===== src/rtl/gbuff_port_ctrl.sv =====
// Burst controller for one single-port global buffer: write beats stream straight
// into the buffer, read beats return through a 2-entry skid FIFO with backpressure.
module gbuff_port_ctrl #(
    parameter int ADDR_BITS = 8,
    parameter int DATA_BITS = 8
) (
    input  logic                 clk,
    input  logic                 rst,
    input  logic                 cmd_valid,
    output logic                 cmd_ready,
    input  logic                 cmd_write,
    input  logic [ADDR_BITS-1:0] cmd_addr,
    input  logic [ADDR_BITS-1:0] cmd_len,
    input  logic                 wdata_valid,
    output logic                 wdata_ready,
    input  logic [DATA_BITS-1:0] wdata,
    output logic                 rdata_valid,
    input  logic                 rdata_ready,
    output logic [DATA_BITS-1:0] rdata,
    output logic                 busy,
    output logic                 done,
    output logic                 buf_wr_en,
    output logic [ADDR_BITS-1:0] buf_index,
    output logic [DATA_BITS-1:0] buf_data_in,
    input  logic [DATA_BITS-1:0] buf_data_out
);

    typedef enum logic [1:0] {IDLE, WRITE, READ, DRAIN} state_t;

    state_t                 r_state;
    state_t                 w_nextState;
    logic [ADDR_BITS-1:0]   r_curAddr;
    logic [ADDR_BITS:0]     r_beatsLeft;
    logic                   r_inflight;
    logic                   r_done;
    logic [DATA_BITS-1:0]   r_fifoMem [2];
    logic                   r_rdPtr;
    logic                   r_wrPtr;
    logic [1:0]             r_fifoCount;

    logic                   w_accept;
    logic                   w_wrBeat;
    logic                   w_pop;
    logic                   w_push;
    logic                   w_slotOk;
    logic                   w_issue;
    logic                   w_lastBeat;
    logic                   w_drained;

    assign w_accept   = (r_state == IDLE) && cmd_valid;
    assign w_wrBeat   = (r_state == WRITE) && wdata_valid;
    assign w_pop      = (r_fifoCount != 2'd0) && rdata_ready;
    assign w_push     = r_inflight;
    // A slot is free if the FIFO, counting the read still in flight, will hold < 2 words.
    assign w_slotOk   = ({1'b0, r_fifoCount} + {2'b00, r_inflight} - {2'b00, w_pop}) < 3'd2;
    assign w_issue    = (r_state == READ) && w_slotOk;
    assign w_lastBeat = (r_beatsLeft == (ADDR_BITS+1)'(1));
    assign w_drained  = !r_inflight && ((r_fifoCount == 2'd0) || ((r_fifoCount == 2'd1) && w_pop));

    always_ff @(posedge clk) begin
        if (rst) begin
            r_state <= IDLE;
        end else begin
            r_state <= w_nextState;
        end
    end

    always_comb begin
        w_nextState = r_state;
        case (r_state)
            IDLE:    if (cmd_valid) w_nextState = cmd_write ? WRITE : READ;
            WRITE:   if (w_wrBeat && w_lastBeat) w_nextState = IDLE;
            READ:    if (w_issue && w_lastBeat) w_nextState = DRAIN;
            DRAIN:   if (w_drained) w_nextState = IDLE;
            default: w_nextState = IDLE;
        endcase
    end

    always_ff @(posedge clk) begin
        if (rst) begin
            r_curAddr   <= '0;
            r_beatsLeft <= '0;
            r_inflight  <= 1'b0;
            r_done      <= 1'b0;
            r_rdPtr     <= 1'b0;
            r_wrPtr     <= 1'b0;
            r_fifoCount <= 2'd0;
            for (int i = 0; i < 2; i++) begin
                r_fifoMem[i] <= '0;
            end
        end else begin
            r_done     <= (r_state != IDLE) && (w_nextState == IDLE);
            r_inflight <= w_issue;
            if (w_accept) begin
                r_curAddr   <= cmd_addr;
                r_beatsLeft <= {1'b0, cmd_len} + (ADDR_BITS+1)'(1);
            end else if (w_wrBeat || w_issue) begin
                r_curAddr   <= r_curAddr + ADDR_BITS'(1);
                r_beatsLeft <= r_beatsLeft - (ADDR_BITS+1)'(1);
            end
            if (w_push) begin
                r_fifoMem[r_wrPtr] <= buf_data_out;
                r_wrPtr            <= ~r_wrPtr;
            end
            if (w_pop) begin
                r_rdPtr <= ~r_rdPtr;
            end
            r_fifoCount <= r_fifoCount + {1'b0, w_push} - {1'b0, w_pop};
            assert (!(w_push && !w_pop && (r_fifoCount == 2'd2)));
        end
    end

    always_comb begin
        cmd_ready   = (r_state == IDLE);
        busy        = (r_state != IDLE);
        wdata_ready = (r_state == WRITE);
        buf_wr_en   = w_wrBeat;
        buf_index   = r_curAddr;
        buf_data_in = (r_state == WRITE) ? wdata : '0;
        rdata_valid = (r_fifoCount != 2'd0);
        rdata       = r_fifoMem[r_rdPtr];
        done        = r_done;
    end

endmodule


===== config.mk =====
export PLATFORM = sky130hd
export DESIGN_NAME = gbuff_port_ctrl
export DESIGN_NICKNAME = d
export VERILOG_FILES = /design/src/rtl/gbuff_port_ctrl.sv
export SDC_FILE = /design/constraint.sdc
export NUM_CORES = 1
export LEC_CHECK = 0
export BUFFER_PORTS_ARGS = -buffer_cell sky130_fd_sc_hd__buf_2
export CAP_MARGIN = 10
export CORE_AREA = 2 2 71 73
export DETAILED_ROUTE_END_ITERATION = 8
export DIE_AREA = 0 0 73 75
export PLACE_DENSITY = 0.85
export SLEW_MARGIN = 25
export SYNTH_ARGS = -nofsm -noshare
export SYNTH_HDL_FRONTEND = slang
export SYNTH_SLANG_ARGS = --single-unit

===== constraint.sdc =====
create_clock -name clk -period 3.5 [get_ports clk]
set_clock_uncertainty 0.2 [all_clocks]
set_input_delay 0.35 -clock clk [delete_from_list [all_inputs] [get_ports clk]]
set_output_delay 0.35 -clock clk [all_outputs]
set_load 0.02 [all_outputs]

==> flow_metrics.env <==
export IMPL_synthAdderAreaFrac_pct=4.16
export IMPL_path_clk_slew_ns=0.08
export IMPL_diodes=0
export IMPL_cp_end_kind="register"
export IMPL_drt_iter0_markers=90
export IMPL_area_growth_pct=21.7
export IMPL_grt_pass1_wl_mm=7.78
export IMPL_yosysSeqAreaShare_pct=43.8
export IMPL_grt_max_degree=32
export IMPL_post_route_min_period_ns=3.31
export IMPL_io_buffers=67
export IMPL_die_h_um=75
export IMPL_synth_main_ff_cell="dfxtp_1"
export IMPL_antenna_found_initial=0
export IMPL_synth_fp_nets=288
export IMPL_muxShareOfSynthArea_pct=3.94
export IMPL_cts_num_sinks=42
export IMPL_power_density_nw_per_um2=576
export IMPL_drive_above_1_share_pct=31.2
export IMPL_route_detailed_drc=0
export IMPL_whs_ns=0.0933
export IMPL_drv_slew=0
export IMPL_power_mw=1.60
export IMPL_synthesis_instances=243
export IMPL_drt_pass1_iterations=5
export IMPL_cp_required_ns=3.51
export IMPL_dieWidth_um=73
export IMPL_synthXorXnorAreaFrac_pct=2.68
export IMPL_worst_slew_pin_transition_ns=0.816
export IMPL_cts_root_buf="clkbuf_8"
export IMPL_nets=355
export IMPL_pin_count=68
export IMPL_clockBufferDepth=2
export IMPL_drt_wirelength_per_cell_um=13.4
export IMPL_hold_path_class="in -> reg"
export IMPL_std_cell_rows=25
export IMPL_synth_simple_gate_area_share_pct=28.7
export IMPL_postLayoutCoreUtil_pct=59.7
export IMPL_post_dp_hpwl_mm=3.57
export IMPL_critPathKind="reg -> reg"
export IMPL_synth_top_family_by_area="simple AND/OR/NAND/NOR gates"
export IMPL_place_congestion=0.800
export IMPL_arrival_ns=3.32
export IMPL_cts_buffers=5
export IMPL_clk_latency_ns=0.29
export IMPL_ys_ff_latch=42
export IMPL_start_util_pct=49.1
export IMPL_slew_headroom_pct=45.1
export IMPL_cts_setup_buffers=0
export IMPL_ys_types=44
export IMPL_status="completed"
export IMPL_tns_ns=0
export IMPL_syn_area_um2=2290
export IMPL_vias_per_cell=5.55
export IMPL_grtUsageTotal_pct=18.2
export IMPL_leakagePower_nw=1.21
export IMPL_cap_violations=0
export IMPL_place_ws_ns=0.166
export IMPL_cp_start_kind="register"
export IMPL_grt_pass1_vias=1818
export IMPL_drtAntennaViolNets=0
export IMPL_syn_avg_cell_area_um2=9.41
export IMPL_yosysWarnings=0
export IMPL_hold_buffers=0
export IMPL_placed_cell_area_um2=2670
export IMPL_dp_cells=357
export IMPL_fin_ws_ns=0.191
export IMPL_synth_compound_area_share_pct=12.9
export IMPL_h_tree_depth=2
export IMPL_cts_tree="yes"
export IMPL_wl_mm=4.88
export IMPL_async_reset_ff_share_pct=0
export IMPL_fmax_mhz=302
export IMPL_final_cells=365
export IMPL_ir_worst_vdd_v=0.000281
export IMPL_grt_setup_unrepaired="false"
export IMPL_design_area_um2=2780
export IMPL_period_share_pct=94.5
export IMPL_fill_cells=380
export IMPL_synth_edf_count=16
export IMPL_core_area_um2=4660
export IMPL_crit_fanout=12
export IMPL_hold_viol_final=0
export IMPL_grt_overflow=0
export IMPL_finalSetupViolCount=0
export IMPL_dieArea_um2=5480
export IMPL_num_vias=2027
[cells by family (layout without fill, tap and decap cells)]
group,Yosys count,in the layout
DFF,42,42
xor gates and xnor gates,7,7
muxes,8,8
AOI/OAI and AO/OA,42,42
buffers and inverters,21,89
adders and majority gates,7,7
and+or+nand+nor,116,116
[cell usage after synthesis, types with 2 or more instances]
master	number	share of area, %
edfxtp_1	16	21
xnor2_1	5	1.9
a31o_2	3	1.1
a311oi_1	6	2.3
nand2_1	11	1.8
nand3b_1	4	1.3
or3_1	7	1.9
nor3_1	4	0.88
o21ai_0	11	2.4
a21o_1	2	0.66
clkbuf_1	8	1.3
nor4_1	6	1.6
xor2_1	2	0.77
and2b_1	2	0.66
or2_2	4	1.1
nor2b_1	3	0.82
buf_2	2	0.44
inv_1	10	1.6
and2_1	27	7.4
a31oi_1	3	0.82
nand3_1	5	1.1
or4_1	2	0.66
nand4_1	5	1.4
mux2_2	8	3.9
o211ai_1	2	0.66
a21oi_1	3	0.66
o31ai_1	2	0.66
o21a_1	3	0.98
nor3b_1	4	1.3
nor2_1	23	3.8
ha_1	6	3.3
dfxtp_1	26	23
and3_1	3	0.82
a211oi_1	4	1.3
and4_1	2	0.77
[critical path: stages (launching register included)]
cell	delay (ns)
dfxtp_1	0.36
or2_2	0.29
and2_1	0.18
ha_1	0.27
inv_1	0.06
ha_1	0.13
inv_1	0.05
fa_1	0.52
nand3b_1	0.12
o21a_2	0.29
or4_1	0.48
a311oi_1	0.27
[report_power, final]
part           switching (mW)  total, mW  internal [mW]
combinational           0.317      0.562          0.245
clock                   0.173      0.385          0.212
sequential             0.0740      0.655          0.581
[layout by cell type, fill, tap and decap left out, types with 3 or more instances in the layout]
| cell type | count |
|---|---|
| dfxtp_1 | 26 |
| nor2b_1 | 3 |
| or2_2 | 4 |
| nand4_1 | 5 |
| a311oi_1 | 6 |
| nor4_1 | 6 |
| buf_4 | 4 |
| nor3_1 | 4 |
| o21ai_0 | 11 |
| nand2_1 | 11 |
| a211oi_1 | 4 |
| edfxtp_1 | 16 |
| nor2_1 | 23 |
| a21oi_1 | 3 |
| xnor2_1 | 5 |
| mux2_2 | 8 |
| or3_1 | 7 |
| nand3_1 | 5 |
| inv_1 | 10 |
| a31o_2 | 3 |
| and2_1 | 27 |
| buf_2 | 67 |
| a31oi_1 | 3 |
| clkbuf_8 | 5 |
| nor3b_1 | 4 |
| ha_1 | 6 |
| and3_1 | 3 |
| nand3b_1 | 4 |
[final cells by class]
cell class	count	area [µm²]	area share, %
tap	54	67.6	2.43
sequential	42	1000	36.0
timing repair buffer	71	365	13.1
clock inverter	3	45.0	1.62
clock buffer	5	68.8	2.47
multi-input combinational	180	1200	43.1
inverter	10	37.5	1.35
[registers in the layout, summed over array words and instances, names as in the netlist, named ones only]
signal       flops
r_fifoMem       16
r_beatsLeft      9
buf_index        8
r_fifoCount      2
r_state          2
done             1
r_inflight       1
r_rdPtr          1
r_wrPtr          1
[repair_timing]
item | 4_1_cts | 5_1_grt
endpoints found under the setup margin | 0 | 1
resized for setup | 0 | 1
endpoints found under the hold margin | 0 | 0
[per-layer routing]
layer	wire length [µm]	global-route usage [%]
met5	0	0
met4	29	6.58
met3	290	3.88
met2	2530	32.4
met1	2030	21.7
[worst paths after layout]
path                                                 from                     endpoint  slack (ns)  cells after the start
worst min-delay path                          cmd_addr[0]    buf_index[0]$_SDFFE_PP0P_        0.09                      3
worst min register to register  buf_index[5]$_SDFFE_PP0P_    buf_index[5]$_SDFFE_PP0P_        0.33                      2
worst max-delay path            r_fifoCount[1]$_SDFF_PP0_  r_beatsLeft[5]$_SDFFE_PP0P_        0.19                     11
worst max register to register  r_fifoCount[1]$_SDFF_PP0_  r_beatsLeft[5]$_SDFFE_PP0P_        0.19                     11
Note: power is estimated with default switching activity, not from simulation.
